### config.mk
export PLATFORM = sky130hd
export DESIGN_NAME = mac_neuron_seq
export DESIGN_NICKNAME = d
export VERILOG_FILES = /design/src/rtl/neuron_pkg.sv /design/src/rtl/neuron_mac.sv /design/src/rtl/mac_neuron_seq.sv
export SDC_FILE = /design/constraint.sdc
export NUM_CORES = 1
export LEC_CHECK = 0
export BUFFER_PORTS_ARGS = -buffer_cell sky130_fd_sc_hd__buf_2
export CORE_MARGIN = 2
export CORE_UTILIZATION = 26
export CTS_CLUSTER_SIZE = 14
export DETAILED_ROUTE_END_ITERATION = 16
export PLACE_DENSITY = 0.49
export SYNTH_ARGS = -nofsm -noshare
export SYNTH_HDL_FRONTEND = slang
export SYNTH_SLANG_ARGS = --single-unit
### constraint.sdc
create_clock -name clk -period 7 [get_ports clk]
set_input_delay 0.35 -clock clk [delete_from_list [all_inputs] [get_ports clk]]
set_output_delay 0.35 -clock clk [all_outputs]
set_load 0.02 [all_outputs]
### src/rtl/neuron_pkg.sv
// Shared types and helpers for the MAC neuron.
// Holds the FSM state enum, widths, cfg map and saturation.
package neuron_pkg;

  typedef enum logic [1:0] {
    IDLE  = 2'd0,
    ACCUM = 2'd1,
    DONE  = 2'd2
  } state_t;

  function automatic int acc_width(
    input int n,
    input int xw,
    input int ww
  );
    return xw + ww + $clog2(n) + 2;
  endfunction

  function automatic int CFG_BIAS(input int n);
    return n;
  endfunction

  function automatic int CFG_THRESH(input int n);
    return n + 1;
  endfunction

  // Clamp a wide value into the signed w-bit range.
  function automatic logic signed [63:0] sat(
    input logic signed [63:0] v,
    input int                 w
  );
    logic signed [63:0] hi;
    logic signed [63:0] lo;
    hi = (64'sd1 <<< (w - 1)) - 64'sd1;
    lo = -hi - 64'sd1;
    if (v > hi) return hi;
    if (v < lo) return lo;
    return v;
  endfunction

  function automatic logic signed [63:0] sat_add(
    input logic signed [63:0] a,
    input logic signed [63:0] b,
    input int                 w
  );
    return sat(a + b, w);
  endfunction

endpackage

### src/rtl/neuron_mac.sv
// Signed weight times unsigned input, saturating add.
// Purely combinational; the top reuses it every cycle.
module neuron_mac
  import neuron_pkg::*;
#(
  parameter int XW   = 4,
  parameter int WW   = 4,
  parameter int ACCW = 12
) (
  input  logic signed [ACCW-1:0] i_acc,
  input  logic signed [WW-1:0]   i_w,
  input  logic        [XW-1:0]   i_x,
  output logic signed [ACCW-1:0] o_sum
);

  localparam int PW = WW + XW + 1;

  logic signed [PW-1:0] w_a;
  logic signed [PW-1:0] w_b;
  logic signed [PW-1:0] w_prod;

  assign w_a    = PW'(i_w);
  assign w_b    = PW'({1'b0, i_x});
  assign w_prod = w_a * w_b;
  assign o_sum  = ACCW'(sat_add(64'(i_acc),
                                64'(w_prod), ACCW));

endmodule

### src/rtl/mac_neuron_seq.sv
// N-input neuron, one time-multiplexed MAC, valid/ready I/O.
// Optional leaky membrane: define NEURON_LIF_EN.
module mac_neuron_seq
  import neuron_pkg::*;
#(
  parameter  int N          = 4,
  parameter  int XW         = 4,
  parameter  int WW         = 4,
  parameter  int LEAK_SHIFT = 1,
  localparam int ACCW       = acc_width(N, XW, WW),
  localparam int AW         = $clog2(N + 2)
) (
  input  logic                   clk,
  input  logic                   rst_n,
  input  logic                   in_valid,
  output logic                   in_ready,
  input  logic [N*XW-1:0]        x,
  output logic                   out_valid,
  input  logic                   out_ready,
  output logic                   y,
  output logic signed [ACCW-1:0] acc_out,
  input  logic                   cfg_we,
  input  logic [AW-1:0]          cfg_addr,
  input  logic [ACCW-1:0]        cfg_wdata,
  output logic                   cfg_busy
);

  localparam int IW = $clog2(N);
  localparam logic [AW-1:0] A_BIAS = AW'(CFG_BIAS(N));
  localparam logic [AW-1:0] A_THR  = AW'(CFG_THRESH(N));

  state_t                 r_state;
  logic        [XW-1:0]   r_x [N];
  logic signed [WW-1:0]   r_w [N];
  logic signed [ACCW-1:0] r_bias;
  logic signed [ACCW-1:0] r_thr;
  logic signed [ACCW-1:0] r_acc;
  logic signed [ACCW-1:0] r_acc_out;
  logic        [IW-1:0]   r_idx;
  logic                   r_y;
  logic                   r_out_valid;

  logic signed [ACCW-1:0] w_sum;
  logic signed [ACCW-1:0] w_acc0;
  logic                   w_idle;
  logic                   w_last;
  logic                   w_fire;

  assign w_idle    = (r_state == IDLE);
  assign w_last    = (r_idx == IW'(N - 1));
  assign w_fire    = (w_sum > r_thr);
  assign in_ready  = w_idle;
  assign cfg_busy  = !w_idle;
  assign out_valid = r_out_valid;
  assign y         = r_y;
  assign acc_out   = r_acc_out;

`ifdef NEURON_LIF_EN
  logic signed [ACCW-1:0] r_mem;

  assign w_acc0 = ACCW'(sat_add(64'(r_bias),
                  64'(r_mem) - (64'(r_mem) >>> LEAK_SHIFT),
                  ACCW));

  // Membrane keeps the last sub-threshold sum, cleared on fire.
  always_ff @(posedge clk or negedge rst_n) begin
    if (!rst_n) begin
      r_mem <= '0;
    end else if (r_state == ACCUM && w_last) begin
      r_mem <= w_fire ? '0 : w_sum;
    end
  end
`else
  assign w_acc0 = r_bias;
`endif

  neuron_mac #(
    .XW  (XW),
    .WW  (WW),
    .ACCW(ACCW)
  ) u_mac (
    .i_acc(r_acc),
    .i_w  (r_w[r_idx]),
    .i_x  (r_x[r_idx]),
    .o_sum(w_sum)
  );

  // Config registers, writable only while idle.
  always_ff @(posedge clk or negedge rst_n) begin
    if (!rst_n) begin
      for (int i = 0; i < N; i++) r_w[i] <= '0;
      r_bias <= '0;
      r_thr  <= '0;
    end else if (cfg_we && w_idle) begin
      unique case (1'b1)
        (cfg_addr < A_BIAS):
          r_w[cfg_addr[IW-1:0]] <= cfg_wdata[WW-1:0];
        (cfg_addr == A_BIAS):
          r_bias <= cfg_wdata;
        (cfg_addr == A_THR):
          r_thr <= cfg_wdata;
        default: ;
      endcase
    end
  end

  // Accept, N accumulate steps, then hold result until taken.
  always_ff @(posedge clk or negedge rst_n) begin
    if (!rst_n) begin
      r_state     <= IDLE;
      for (int i = 0; i < N; i++) r_x[i] <= '0;
      r_acc       <= '0;
      r_idx       <= '0;
      r_acc_out   <= '0;
      r_y         <= 1'b0;
      r_out_valid <= 1'b0;
    end else begin
      unique case (r_state)
        IDLE: begin
          if (in_valid) begin
            for (int i = 0; i < N; i++)
              r_x[i] <= x[i*XW +: XW];
            r_acc   <= w_acc0;
            r_idx   <= '0;
            r_state <= ACCUM;
          end
        end
        ACCUM: begin
          r_acc <= w_sum;
          r_idx <= r_idx + IW'(1);
          if (w_last) begin
            r_acc_out   <= w_sum;
            r_y         <= w_fire;
            r_out_valid <= 1'b1;
            r_state     <= DONE;
          end
        end
        DONE: begin
          if (out_ready) begin
            r_out_valid <= 1'b0;
            r_state     <= IDLE;
          end
        end
        default: r_state <= IDLE;
      endcase
    end
  end

endmodule

# Word level (Yosys, flattened, before mapping)
# Cells that the tools add are included.
word_totals:
  ff_bits: 86
  in_bits: 36
  out_inout_bits: 16
  elab_cells: 77
classes:
  add_sub_neg: 2
  multipliers: 1
  magnitude_cmp: 7
  n_eq_ne: 8
  mux: 27
  n_bitwise: 2
  reduce_logical: 14
ops:
  columns: ["operator", "n"]
  rows:
  - ["12-bit two-way mux", 5]
  - ["12-bit one-hot mux with 2 select lines", 1]
  - ["4-bit two-way mux", 5]
  - ["4-bit binary-select mux with 2-bit select", 2]
  - ["16-bit bitwise mux", 1]
  - ["12-bit by 9-bit adder with 13-bit output", 1]
  - ["13-bit by 12-bit greater-than comparator with 1-bit output, second input constant", 1]
  - ["13-bit by 12-bit < comparator with 1-bit output, second input constant", 1]
  - ["12-bit greater-than comparator", 1]
  - ["2-bit AND reduction", 6]
  - ["4-bit by 5-bit multiplier with 9-bit output", 1]
  - ["4-bit demux with 2-bit select", 1]
  - ["2-bit two-way mux", 4]
  - ["3-bit equality test, second input constant", 2]
  - ["3-bit >= comparator, second input constant", 2]
  - ["2-bit inequality test, second input constant", 3]
  - ["2-bit NOT with 3-bit output", 2]
  - ["2-bit one-hot mux with 3 select lines", 1]
  - ["3-bit AND reduction", 2]
  - ["1-bit two-way mux", 5]
  - ["2-bit equality test, second input constant", 2]
  - ["2-bit one-hot mux with 2 select lines", 1]
  - ["2-bit nonzero test", 2]
  - ["3-bit by 1-bit < comparator with 1-bit output, second input constant", 1]
  - ["7 further kinds", 8]

# Depth between registers and ports, before layout
depth:
  word_depth: 12
  mapped_depth: 25
  ltp_nobuf: 23

# Cells and area by module
# A second synthesis with hierarchy kept.
unflattened:
  hier_cells: 426
  area_unflattened_um2: 5275.1
by_module_without_submodules:
  columns: ["module", "n_inst", "cells_per_inst", "area_per_inst_um2", "seq_area_each_um2"]
  rows:
  - ["mac_neuron_seq", 1, 286, 4083.9, 2152.1]
  - ["neuron_mac", 1, 140, 1191.1, 0.0]

# Worst setup path after synthesis
# No wires, ideal clock.
synth_path:
  path_kind: "flip-flop to flip-flop"
  startpoint: "register r_idx[1]"
  endpoint: "register r_y, in the netlist y"
  setup_ns: 0.126
  arrival_ns: 5.914
  required_time_ns: 6.874
  setup_slack_ns: 0.960
  stages_incl_launch_ff: 25
  n_path_buf: 2
  period_less_slack_ns: 6.040
  path_cell_list: "dfrtp_1 -> clkbuf_1 -> mux2_2 -> o21ai_0 -> inv_1 -> nand2b_1 -> fa_1 -> fa_1 -> inv_1 -> fa_1 -> fa_1 -> a21oi_1 -> o22ai_1 -> o41ai_2 -> xnor2_1 -> buf_6 -> maj3_2 -> inv_1 -> ha_1 -> nor2b_1 -> o21a_1 -> o21ai_0 -> a21oi_1 -> o21ai_0 -> a21oi_1"
synth_between:
  elab_chain_cells: 12
  word_cells_on_any_way: 20
  classes_between: "add/sub: 1; mul: 1; order compare: 3; eq/ne: 1; mux: 12; bitwise: 1; reduce/logical: 1"
synth_rtl:
  columns: ["item", "line_no", "rtl"]
  rows:
  - ["start, declared", "mac_neuron_seq.sv:39", "logic [IW-1:0] r_idx;"]
  - ["start signal, assigned", "mac_neuron_seq.sv:130", "r_idx <= r_idx + IW'(1);"]
  - ["2-bit NOT with 3-bit output (not written as such) (*)", "mac_neuron_seq.sv:83, mac_neuron_seq.sv:84", null]
  - ["4-bit binary-select mux with 2-bit select, on equally long branches", "mac_neuron_seq.sv:83, mac_neuron_seq.sv:84", null]
  - ["4-bit two-way mux, on equally long branches (2 in a row)", "mac_neuron_seq.sv:83, mac_neuron_seq.sv:84", null]
  - ["4-bit by 5-bit multiplier with 9-bit output (*)", "neuron_mac.sv:24", "assign w_prod = w_a * w_b;"]
  - ["12-bit by 9-bit adder with 13-bit output (*)", "neuron_pkg.sv:46", "return sat(a + b, w);"]
  - ["13-bit by 12-bit < comparator with 1-bit output", "neuron_pkg.sv:37", "if (v < lo) return lo;"]
  - ["1-bit two-way mux (2 in a row)", "neuron_pkg.sv:37", null]
  - ["12-bit two-way mux", "neuron_pkg.sv:38", "return v;"]
  - ["12-bit two-way mux (*)", "neuron_pkg.sv:37", null]
  - ["via u_mac.o_sum[11]", "neuron_mac.sv:13", "output logic signed [ACCW-1:0] o_sum"]
  - ["12-bit greater-than comparator (*)", "mac_neuron_seq.sv:51", "assign w_fire = (w_sum > r_thr);"]
  - ["end signal, assigned", "mac_neuron_seq.sv:133", "r_y <= w_fire;"]
  - ["end, declared", "mac_neuron_seq.sv:40", "logic r_y;"]
# Mark *: on every way through the listed nets, which the timed path passes. The rest lies on a longest branch. The select of a mux whose other input is x is not followed.
# A chain may end at the register's enable or synchronous reset.

# Final worst setup path
layout_path:
  startpoint: "register r_idx[0]"
  endpoint: "register r_y, in the netlist y"
# The elaborated chain is that of the path after synthesis.

==> flow_summary.ini <==
[timing]
finClkSkew_ns = 0.009057
rsz0062_at_grt = false
max_slew_margin = 0.2506
fmax_ghz = 0.1610
fin_crit_ns = 6.212
tns_ns = 0
hold_viol_final = 0
tightest_slew_ns = 1.124
post-route-period-util = 0.8874
report.final.setup_viol = 0
finalMaxSlewViolations = 0

[worst_hold_path]
min_path_type = in2reg
holdPathEnd = r_x[7]
min_from = x[11]
worstHoldPathCells = 3

[synthesis]
yosysTopAreaCell = dfrtp_1
yosys.area.top_type_share = 0.4299
yosys.cell_types.count = 42
synth_top_family_by_area = adder cells
synth_compound_area_frac = 0.08248
syn_nets = 564
avgSynthCellArea_um2 = 10.54
synth_flop_cell = dfrtp_1
async_flop_share = 1.000
synthTopCellsByArea = dfrtp_1, ha_1, mux2_2
synth_fa_ha_area_frac = 0.1742
synth_mux_area_frac = 0.1280
synth_xor_area_frac = 0.01575
ys_ff_latch = 86
synth.most_common_cell = dfrtp_1
synthSimpleGateAreaFrac = 0.1187
synth_warnings = 0
syn_area_um2 = 5006
ys_seq_area_frac = 0.4299
netlist_instances = 475
synth_edf_count = 0
yosys-top-cells-count = dfrtp_1, nand2_1, inv_1

[clocking]
clock_path_buffers = 2
cts_setup_buffers = 0
path_clk_slew_ns = 0.07
cts_tree = built
cts_buffers = 9
hold_buffers = 1
clk-insertion-delay-late_ns = 0.34
cts_root_buf = clkbuf_16
cts_htree_levels = 3
post_cts_resized = 0
clock-sinks = 86

[critical_path]
r2r_cells = 20
cp-end-kind = register
crit_type = reg2reg
path_common_cell = fa_1
cp_slowest_cell = dfrtp_1
cp.required_ns = 7.22
cp.arrival_ns = 6.43
worst-path-max-fanout = 14
r2r-end = y
timing.rr.start = r_idx[0]
critPathMaxStageDelay_ns = 0.69
path_cells = mux4_2 > nand2b_1 > fa_1 > fa_1 > inv_1 > fa_1 > fa_1 > a21oi_1 > o22ai_1 > o41ai_2 > xnor2_1 > buf_4 > maj3_1 > inv_1 > ha_1 > a21o_1 > a211oi_1 > nand3b_1 > o21ai_0 > a21oi_1
r2r_slack_ns = 0.79
startpoint_type = register

[placed_design]
hpwl_mm = 8.997
place.gp.congestion = 0.8065
portBuffers = 51

[die]
pin_count = 52
rows = 50
dieHeight_um = 142.8
die_w_um = 142.8
start_util = 0.2658
dieArea_um2 = 20380
core_um2 = 18830

[global_routing]
grt_overflow = 0
grt_max_degree = 78
grt.met3_usage = 0.01945
antenna_found_initial = 0
use_met1 = 0.1669
grt.met2_usage = 0.1966
grtUsageTotal = 0.1220
grt_pass1_wl_mm = 19.26
grt_pass1_vias = 3644
busiest_layer = met2

[final_layout]
fin_nets = 616
syn2layout_area_growth_pct = 16.72
drive_gt1_frac = 0.2444
n_fill_cell = 1959
diodes = 0

[drt]
route.detailed.wl_per_inst_um = 14.82
drtIter0Drc = 126
vias_per_cell = 4.479
firstDrtPassIters = 4
finalWirelength_mm = 11.74
antenna_left = 0
num_vias = 3547
drc_errors = 0

[status]
outcome = completed

[run]
max_cap_violations = 0
## state kept, by name, indices dropped and copies added, names as in the netlist
| signal | cells |
|---|---|
| r_state | 2 |
| acc_out | 12 |
| r_thr | 12 |
| r_idx | 2 |
| r_acc | 12 |
| r_bias | 12 |
| r_x | 16 |
| y | 1 |
| out_valid | 1 |
| r_w | 16 |
## worst max-delay path, delay by kind of cell, from the launching register on
| family | cells | cell delay, ns |
|---|---|---|
| AOI/OAI and AO/OA | 7 | 1.36 |
| xor gates and xnor gates | 1 | 0.10 |
| adders and majority gates | 6 | 2.70 |
| buffers and inverters | 3 | 0.33 |
| DFF | 1 | 0.69 |
| muxes | 1 | 0.61 |
| and+or+nand+nor | 2 | 0.29 |
## logic make-up (layout without fill, tap and decap cells)
kind of cell,after synthesis,after routing
adder cells (fa/ha/maj),64,64
AND/OR/NAND/NOR,131,131
multiplexers,50,50
AO/OA/AOI/OAI,70,70
buffers and inverters,65,122
XOR/XNOR,9,9
flip-flops,86,86
## metrics by stage
stage | setup slack, ns | utilization | instance area, µm² | std cells | hold slack (ns)
5_1_grt | 0.2856 | 0.3103 | 5843 | 792 | 0.2028
6_report | 0.7879 | 0.3103 | 5843 | 792 | 0.1967
3_5_place_dp | 0.7807 | 0.2950 | 5555 | 775 | 0.1847
4_1_cts | 0.7501 | 0.3103 | 5843 | 792 | 0.1808
3_3_place_gp | 0.8567 | 0.2950 | 5555 | 775 | 0.1823
2_1_floorplan | 0.9604 | - | 5006 | 475 | 0.05441
## worst max-delay path by stage
| stage | startpoint | end | slack, ns | cells after the start |
|---|---|---|---|---|
| CTS | r_idx[0] | y | 0.75 | 20 |
| floorplan | r_idx[1] | y | 0.96 | 24 |
| global placement | r_idx[0] | y | 0.86 | 20 |
| finish | r_idx[0] | y | 0.79 | 20 |
| global route | r_idx[0] | y | 0.29 | 21 |
| detailed placement | r_idx[0] | y | 0.78 | 20 |
## per-layer routing
layer | share of wire | wire length, µm
met3 | 0.021 | 251
met2 | 0.48 | 5617
met1 | 0.48 | 5670
met5 | 0 | 0
met4 | 0.017 | 199
## final cells by class
cell class | count | area (µm²) | share of cell area
clock buffers | 11 | 242.7 | 0.04154
clock inverters | 5 | 35.03 | 0.005996
inverters | 49 | 183.9 | 0.03148
multi-input cells | 324 | 2599 | 0.4448
flip-flops and latches | 86 | 2152 | 0.3683
well taps | 260 | 325.3 | 0.05567
repair buffers | 57 | 305.3 | 0.05225
## placed cells by master, fill, tap and decap left out, types with 5 or more instances in the layout
| cell type | n |
|---|---|
| o21ai_0 | 15 |
| ha_1 | 41 |
| nand3_1 | 6 |
| clkbuf_16 | 9 |
| buf_2 | 50 |
| and3_1 | 10 |
| fa_1 | 12 |
| maj3_2 | 7 |
| nand2_1 | 73 |
| xnor2_1 | 5 |
| mux2_2 | 42 |
| o21ai_1 | 17 |
| nor2_1 | 14 |
| buf_4 | 6 |
| and2_1 | 10 |
| dfrtp_1 | 86 |
| a21oi_1 | 19 |
| mux4_2 | 7 |
| inv_1 | 49 |
Power is not shown: default switching activity piles up to over one toggle a cycle in this logic, so the estimate is an artifact.
